File: src/rtl/sobel_window_gen_if.sv
// Handshake bundle between a pixel source, sobel_window_gen and its 3x3 window sink.
interface sobel_window_gen_if #(
  parameter int unsigned WIDTH  = 5,
  parameter int unsigned HEIGHT = 5,
  parameter int unsigned PIX_W  = 8
);
  localparam int unsigned RW = $clog2(HEIGHT);
  localparam int unsigned CW = $clog2(WIDTH);

  logic               in_valid;
  logic               in_ready;
  logic [PIX_W-1:0]   in_data;
  logic               out_valid;
  logic               out_ready;
  logic [9*PIX_W-1:0] out_win;
  logic [RW-1:0]      out_row;
  logic [CW-1:0]      out_col;
  logic               out_last;
  logic               frame_done;

  // Pixel source / window sink side
  modport master (
    output in_valid, in_data, out_ready,
    input  in_ready, out_valid, out_win, out_row, out_col, out_last, frame_done
  );

  // Window generator side
  modport slave (
    input  in_valid, in_data, out_ready,
    output in_ready, out_valid, out_win, out_row, out_col, out_last, frame_done
  );
endinterface

File: src/rtl/sobel_window_gen.sv
// Streaming 3x3 window generator with replicate-edge padding over a 3-row circular buffer.
module sobel_window_gen #(
  parameter int unsigned WIDTH  = 5,
  parameter int unsigned HEIGHT = 5,
  parameter int unsigned PIX_W  = 8
) (
  input  logic              clk,
  input  logic              rst,
  sobel_window_gen_if.slave bus
);
  localparam int unsigned RW = $clog2(HEIGHT);
  localparam int unsigned CW = $clog2(WIDTH);
  localparam int unsigned XW = RW + 1;
  localparam int unsigned WW = 9 * PIX_W;
  localparam logic [RW-1:0] ROW_LAST = RW'(HEIGHT - 1);
  localparam logic [CW-1:0] COL_LAST = CW'(WIDTH - 1);

  function automatic logic [1:0] slot_inc(input logic [1:0] s);
    return (s == 2'd2) ? 2'd0 : s + 2'd1;
  endfunction

  function automatic logic [1:0] slot_dec(input logic [1:0] s);
    return (s == 2'd0) ? 2'd2 : s - 2'd1;
  endfunction

  logic [PIX_W-1:0] line_buf [3][WIDTH];

  // Ingest position (next pixel expected) and emit position (next window to load)
  logic [RW-1:0] ir, er, ir_n, er_n;
  logic [CW-1:0] ic, ec, ic_n, ec_n;
  logic [1:0]    wslot, eslot, wslot_n, eslot_n;
  logic          in_done, emit_done, in_done_n, emit_done_n;

  logic          in_ready_q, out_valid_q, out_last_q, frame_done_q;
  logic [WW-1:0] out_win_q;
  logic [RW-1:0] out_row_q;
  logic [CW-1:0] out_col_q;

  logic          in_xfer, out_xfer, frame_end, win_avail, load, in_ready_n;
  logic [RW-1:0] need_r;
  logic [CW-1:0] need_c;
  logic [XW-1:0] row_lim;
  logic [1:0]    rows [3];
  logic [CW-1:0] cols [3];
  logic [WW-1:0] win_c;

  // Next-state for ingest/emit counters, window availability and window gather
  always_comb begin
    in_xfer     = bus.in_valid & in_ready_q;
    out_xfer    = out_valid_q & bus.out_ready;
    frame_end   = out_xfer & out_last_q;
    ir_n        = ir;
    ic_n        = ic;
    wslot_n     = wslot;
    in_done_n   = in_done;
    er_n        = er;
    ec_n        = ec;
    eslot_n     = eslot;
    emit_done_n = emit_done;
    win_c       = '0;

    if (in_xfer) begin
      if (ic == COL_LAST) begin
        if (ir == ROW_LAST) begin
          in_done_n = 1'b1;
        end else begin
          ic_n    = '0;
          ir_n    = ir + 1'b1;
          wslot_n = slot_inc(wslot);
        end
      end else begin
        ic_n = ic + 1'b1;
      end
    end

    // Window is available once its bottom-right (clamped) pixel is in, counting this cycle's transfer
    need_r    = (er == ROW_LAST) ? er : er + 1'b1;
    need_c    = (ec == COL_LAST) ? ec : ec + 1'b1;
    win_avail = !emit_done && (in_done_n || (ir_n > need_r) ||
                               ((ir_n == need_r) && (ic_n > need_c)));
    load      = win_avail && (!out_valid_q || bus.out_ready);

    if (load) begin
      if (ec == COL_LAST) begin
        ec_n = '0;
        if (er == ROW_LAST) begin
          emit_done_n = 1'b1;
        end else begin
          er_n    = er + 1'b1;
          eslot_n = slot_inc(eslot);
        end
      end else begin
        ec_n = ec + 1'b1;
      end
    end

    // Source row may run at most one row ahead of the row being emitted
    row_lim = XW'(er_n) + XW'(1);
    if (row_lim < XW'(2)) begin
      row_lim = XW'(2);
    end
    in_ready_n = !in_done_n && (XW'(ir_n) <= row_lim);

    // Clamped neighbourhood; the pixel being written this cycle is forwarded from the input
    rows[0] = (er == '0) ? eslot : slot_dec(eslot);
    rows[1] = eslot;
    rows[2] = (er == ROW_LAST) ? eslot : slot_inc(eslot);
    cols[0] = (ec == '0) ? ec : ec - 1'b1;
    cols[1] = ec;
    cols[2] = need_c;
    for (int dr = 0; dr < 3; dr++) begin
      for (int dc = 0; dc < 3; dc++) begin
        if (in_xfer && (rows[dr] == wslot) && (cols[dc] == ic)) begin
          win_c[(3*dr+dc)*PIX_W +: PIX_W] = bus.in_data;
        end else begin
          win_c[(3*dr+dc)*PIX_W +: PIX_W] = line_buf[rows[dr]][cols[dc]];
        end
      end
    end
  end

  // Line buffer write; contents need no reset
  always_ff @(posedge clk) begin
    if (in_xfer) begin
      line_buf[wslot][ic] <= bus.in_data;
    end
  end

  // Counter and output register update
  always_ff @(posedge clk) begin
    if (rst) begin
      ir           <= '0;
      ic           <= '0;
      er           <= '0;
      ec           <= '0;
      wslot        <= '0;
      eslot        <= '0;
      in_done      <= 1'b0;
      emit_done    <= 1'b0;
      in_ready_q   <= 1'b0;
      out_valid_q  <= 1'b0;
      out_win_q    <= '0;
      out_row_q    <= '0;
      out_col_q    <= '0;
      out_last_q   <= 1'b0;
      frame_done_q <= 1'b0;
    end else if (frame_end) begin
      ir           <= '0;
      ic           <= '0;
      er           <= '0;
      ec           <= '0;
      wslot        <= '0;
      eslot        <= '0;
      in_done      <= 1'b0;
      emit_done    <= 1'b0;
      in_ready_q   <= 1'b1;
      out_valid_q  <= 1'b0;
      out_last_q   <= 1'b0;
      frame_done_q <= 1'b1;
    end else begin
      ir           <= ir_n;
      ic           <= ic_n;
      er           <= er_n;
      ec           <= ec_n;
      wslot        <= wslot_n;
      eslot        <= eslot_n;
      in_done      <= in_done_n;
      emit_done    <= emit_done_n;
      in_ready_q   <= in_ready_n;
      frame_done_q <= 1'b0;
      if (load) begin
        out_valid_q <= 1'b1;
        out_win_q   <= win_c;
        out_row_q   <= er;
        out_col_q   <= ec;
        out_last_q  <= (er == ROW_LAST) && (ec == COL_LAST);
      end else if (out_xfer) begin
        out_valid_q <= 1'b0;
      end
    end
  end

  assign bus.in_ready   = in_ready_q;
  assign bus.out_valid  = out_valid_q;
  assign bus.out_win    = out_win_q;
  assign bus.out_row    = out_row_q;
  assign bus.out_col    = out_col_q;
  assign bus.out_last   = out_last_q;
  assign bus.frame_done = frame_done_q;
endmodule

File: src/flat_wrapper.sv
// flat-port wrapper written by rule: the top's interface ports become plain ports
module sobel_window_gen_flat 
#(
  parameter int unsigned WIDTH  = 5,
  parameter int unsigned HEIGHT = 5,
  parameter int unsigned PIX_W  = 8
)
  (clk, rst, bus_in_valid, bus_in_data, bus_out_ready, bus_in_ready, bus_out_valid, bus_out_win, bus_out_row, bus_out_col, bus_out_last, bus_frame_done);
  sobel_window_gen_if #(.WIDTH(WIDTH), .HEIGHT(HEIGHT), .PIX_W(PIX_W)) bus_i ();
  input  logic clk;
  input  logic rst;
  input wire logic [$bits(bus_i.in_valid)-1:0] bus_in_valid;
  input wire logic [$bits(bus_i.in_data)-1:0] bus_in_data;
  input wire logic [$bits(bus_i.out_ready)-1:0] bus_out_ready;
  output wire logic [$bits(bus_i.in_ready)-1:0] bus_in_ready;
  output wire logic [$bits(bus_i.out_valid)-1:0] bus_out_valid;
  output wire logic [$bits(bus_i.out_win)-1:0] bus_out_win;
  output wire logic [$bits(bus_i.out_row)-1:0] bus_out_row;
  output wire logic [$bits(bus_i.out_col)-1:0] bus_out_col;
  output wire logic [$bits(bus_i.out_last)-1:0] bus_out_last;
  output wire logic [$bits(bus_i.frame_done)-1:0] bus_frame_done;
  assign bus_i.in_valid = bus_in_valid;
  assign bus_i.in_data = bus_in_data;
  assign bus_i.out_ready = bus_out_ready;
  assign bus_in_ready = bus_i.in_ready;
  assign bus_out_valid = bus_i.out_valid;
  assign bus_out_win = bus_i.out_win;
  assign bus_out_row = bus_i.out_row;
  assign bus_out_col = bus_i.out_col;
  assign bus_out_last = bus_i.out_last;
  assign bus_frame_done = bus_i.frame_done;
  sobel_window_gen #(.WIDTH(WIDTH), .HEIGHT(HEIGHT), .PIX_W(PIX_W)) u_core (.clk(clk), .rst(rst), .bus(bus_i));
endmodule
File: config.mk
export PLATFORM = sky130hd
export DESIGN_NAME = sobel_window_gen_flat
export DESIGN_NICKNAME = d
export VERILOG_FILES = /design/src/rtl/sobel_window_gen_if.sv /design/src/rtl/sobel_window_gen.sv /design/src/flat_wrapper.sv
export SDC_FILE = /design/constraint.sdc
export NUM_CORES = 1
export LEC_CHECK = 0
export BUFFER_PORTS_ARGS = -buffer_cell sky130_fd_sc_hd__buf_2
export CAP_MARGIN = 20
export CORE_ASPECT_RATIO = 1.2
export CORE_MARGIN = 3
export CORE_UTILIZATION = 37
export DETAILED_ROUTE_END_ITERATION = 10
export PLACE_DENSITY = 0.63
export SYNTH_ARGS = -nofsm -noshare
export SYNTH_HDL_FRONTEND = slang
export SYNTH_SLANG_ARGS = --single-unit
File: constraint.sdc
create_clock -name clk -period 12.8 [get_ports clk]
set_input_delay 0.64 -clock clk [delete_from_list [all_inputs] [get_ports clk]]
set_output_delay 0.64 -clock clk [all_outputs]
set_load 0.05 [all_outputs]
==> results by group <==
Finish
  • Final cell count without fillers: between 2,000 and 2,500
  • Layout area overhead: 10.47%
  • ANT cells: 0
  • Post-route cell area: 16,380 um2
  • Fin nets: around 1,700
  • Fraction of layout instances using a drive strength above 1: between 10% and 20%
  • Fillcell total: approximately 3,900

Clock tree
  • Hold-fix buffer count after cts: 0
  • CTS tree: built
  • Post-CTS Resized: 0
  • H-tree Lvls: 1
  • CTS clock-pin slew for the worst setup and hold paths: roughly 0.07 ns
  • Clk sink count: between 200 and 250
  • Root Driver: clkbuf_16
  • Post-CTS Setup Inserts: 0
  • CTS Buf Count: 23
  • Worst skew pair latency: approximately 0.55 ns
  • CTS Buffer Depth: 3

Worst setup path
  • Worst Setup End Kind: flop
  • Number of cells on the worst reg-to-reg path: 22
  • Critical Path Fanout Max: 51
  • Arrival @ worst endpoint: ~6.2 ns
  • Reg-to-reg critical path startpoint: u_core.ec[1]$_SDFFE_PP0N_
  • CP Launch Type: flop
  • Flop2flop setup slack: about 7 ns
  • Critical path type: flop to flop
  • Worst reg2reg path endpoint: u_core.bus.in_ready$_SDFF_PP0_
  • CP required: ~13 ns
  • Worst setup path start: u_core.ec[1]$_SDFFE_PP0N_
  • Crit path to: u_core.bus.in_ready$_SDFF_PP0_

Placement
  • Placed cell areas: around 16,000 um2
  • Pre-CTS setup slack: approximately 6.6 ns
  • Placer congestion estimate: about 1
  • DP HPWL: about 44,000 um
  • Cell count after placement: between 2,000 and 2,500
  • Port-buffer cells: just over 90

Power and ir drop
  • Power consumption: between 0.0015 and 0.002 W
  • Power Density: around 94 nW/um2
  • Lkg Pwr: around 5.8 nW
  • Worst VDD drop: 69.27 uV

Detailed routing
  • # DRC: 0
  • Starting DRT DRC Count: approximately 1,900
  • Detailed-router iteration count before antenna repair: 6
  • Vias/cell: ~6.3
  • Per-cell routed wire length: about 28 um
  • Vias: around 14,000
  • Post-route ant nets: 0
  • Detailed Route WL: around 60,000 um

Run status
  • Status: finished, final reports clean

Global route
  • Largest net degree at the start of global routing: 71
  • Grt met2 use: roughly 44%
  • Initial antenna violation count: 0
  • GRT busiest layer: met2
  • Vias in the first global route: between 10,000 and 15,000
  • GRT Total Usage: 27.73%
  • First-pass GRT wire length: ~90,000 um
  • Met1 GRT Util: between 30 and 40%
  • Grt total ovfl: 0
  • Met3 usage: 5.367%

STA
  • Final total negative setup slack: 0 ns
  • Fmax: 175.4 MHz
  • Final min period: roughly 5.7 ns
  • Final setup margin: 7.100 ns
  • Final period utilization: roughly 45%
  • Worst rel slew slack: 20.35%
  • Final setup vio count: 0
  • Final Hold Vio Count: 0
  • Slew Limit Fails: 0
  • Layout Skew: 0.02221 ns
  • Least-Margin Pin Slew: ~1.2 ns
  • RSZ-0062 raised after global routing: false

Synth
  • Post-Syn Area: roughly 15,000 um2
  • Warnings from Yosys: 0
  • Commonest register cell after synthesis: edfxtp_1
  • Mapped Cells: around 1,600
  • Seq/Total Area, Yosys: between 30% and 40%
  • Number of flops mapped to enable cells by yosys: 120
  • Fraction of registers with async set/reset: 0%
  • Syn Nets: about 1,700
  • Distinct cells, synth: a little over 90
  • Yosys reg bits: 222
  • Avg Inst Size Synth: roughly 9.0 um2

Job
  • Max-cap violation count: 0

Die
  • Cell Rows: 79
  • Num ports: 94
  • Initial Util: 37.87%
  • Core area: between 30,000 and 40,000 um2
  • Die W: 188.7 um
  • Die H: 225.3 um
  • Die Area: between 40,000 and 50,000 um2

Min path
  • Hold crit path type: flop to flop
[critical path: stages (launching register included)]
cell and delay, ns:
dfxtp_1 0.31, inv_1 0.42, ha_1 0.45, nand2_1 0.13
ha_2 0.36, buf_4 0.51, inv_1 0.33, ha_1 0.37
a31oi_1 0.08, a21oi_1 0.39, a21o_1 0.40, nor2_1 0.09
xnor2_1 0.26, inv_1 0.07, ha_1 0.18, inv_1 0.10
nor3_1 0.07, a211oi_1 0.24, ha_1 0.28, nor2b_1 0.13
o21ai_0 0.14, a21oi_1 0.08, a221oi_1 0.22
[stage by stage]
step           utilization [%]  hold slack (ns)
6_report                 41.84           0.4509
5_1_grt                  41.84           0.4703
4_1_cts                  41.71           0.4518
3_5_place_dp             39.76           0.4443
3_3_place_gp             39.76           0.4369
2_1_floorplan                -           0.4688
[area by class of cell]
class                      instances  area (um2)  share of cell area (%)
multi-input combinational       1248        8477                   51.76
sequential                       222        5649                   34.50
clock inverter                    12       168.9                   1.031
timing repair buffer             119       693.2                   4.233
clock buffer                      29       598.1                   3.652
tap                              526       658.1                   4.019
inverter                          35       131.4                  0.8023
[Yosys cell counts, types with 5 or more instances]
cell       instances  area [um2]
o22a_1             7       61.31
xor2_1             5       43.79
o21ai_0           88       440.4
clkbuf_1          79       296.5
mux4_2            11       247.7
inv_1             31       116.4
nand2b_1           5       31.28
a32o_1             8       80.08
buf_4              5       37.54
o221ai_1          15       131.4
ha_1              23       287.8
nand2_1          145       544.3
and3_1             6       37.54
nand3_1           54       270.3
o31a_1             6       52.55
a311o_1            8       80.08
mux2_2            44       495.5
dfxtp_1          102        2042
a22oi_1           17       127.6
o2111ai_1          9       78.83
a21oi_1          158       790.8
o2bb2ai_1          7       61.31
mux2i_1          175        1752
edfxtp_1         120        3603
o211ai_1          31       232.7
buf_1             12       45.04
a31oi_1           23       143.9
o31ai_1            8       60.06
buf_2             40       200.2
xnor2_1           11       96.34
nor3_1            25       125.1
o21a_1            12       90.09
a22o_1             9       78.83
nor2b_1           19       118.9
o22ai_1            7       43.79
nor2_1           180       675.7
a2bb2oi_1          7       61.31
a211oi_1          30       225.2
[how the worst min path moves through the flow]
stage,start,to,slack [ns],cells past startpoint
5_1_grt,u_core.bus.out_win[65]$_SDFFE_PP0P_,u_core.bus.out_win[65]$_SDFFE_PP0P_,0.47,2
6_report,u_core.bus.out_win[35]$_SDFFE_PP0P_,u_core.bus.out_win[35]$_SDFFE_PP0P_,0.45,2
2_1_floorplan,u_core.emit_done$_SDFFE_PP0P_,u_core.emit_done$_SDFFE_PP0P_,0.47,2
3_3_place_gp,u_core.bus.out_win[39]$_SDFFE_PP0P_,u_core.bus.out_win[39]$_SDFFE_PP0P_,0.44,2
4_1_cts,u_core.bus.out_win[35]$_SDFFE_PP0P_,u_core.bus.out_win[35]$_SDFFE_PP0P_,0.45,2
3_5_place_dp,u_core.bus.out_win[35]$_SDFFE_PP0P_,u_core.bus.out_win[35]$_SDFFE_PP0P_,0.44,2
[power by group]
part | switching [W] | total (W) | leakage, nW | internal (W)
combinational | 0.0000550 | 0.0000740 | 3.56 | 0.0000189
sequential | 0.00000234 | 0.000755 | 1.90 | 0.000753
clock | 0.000293 | 0.000705 | 0.362 | 0.000412
total | 0.000350 | 0.00153 | 5.82 | 0.00118
[cell families after synthesis]
kind of cell	Yosys count	share of synthesized area, %
AND/OR/NAND/NOR	471	14.26
multiplexers	231	16.98
flip-flops	222	38.08
XOR/XNOR	17	1.131
adder cells (fa/ha/maj)	23	1.941
buffers and inverters	173	4.946
AO/OA/AOI/OAI	506	22.66
[flip-flops by register name, indices dropped and copies added (netlist names), named ones only]
register	count
u_core.bus.in_ready	1
u_core.bus.frame_done	1
u_core.emit_done	1
u_core.bus.out_col	3
u_core.er	3
u_core.in_done	1
u_core.ec	3
u_core.ic	3
u_core.bus.out_last	1
u_core.wslot	2
u_core.bus.out_valid	1
u_core.eslot	2
u_core.bus.out_win	72
u_core.bus.out_row	3
u_core.line_buf	120
u_core.ir	3
[layer usage]
layer | part of all wire [%] | vias up
met3 | 10 | 132
met4 | 3.7 | 0
li1 | - | 6145
met2 | 45 | 830
met1 | 41 | 6688
met5 | 0 | -
[layout by cell type, fill, tap and decap left out, types with 11 or more instances in the layout]
cell         n
a22oi_1     17
nor2b_1     19
mux4_2      11
xnor2_1     11
dfxtp_1     99
nand2_1    145
a21oi_1    158
inv_1       31
edfxtp_1   120
clkbuf_16   23
mux2_2      44
o211ai_1    31
nor3_1      23
o221ai_1    15
a31oi_1     23
buf_2       93
o21a_1      12
nand3_1     54
o21ai_0     88
nor2_1     180
mux2i_1    175
buf_4       24
ha_1        22
a211oi_1    30
No activity file was read; power rests on OpenSTA's default activity.
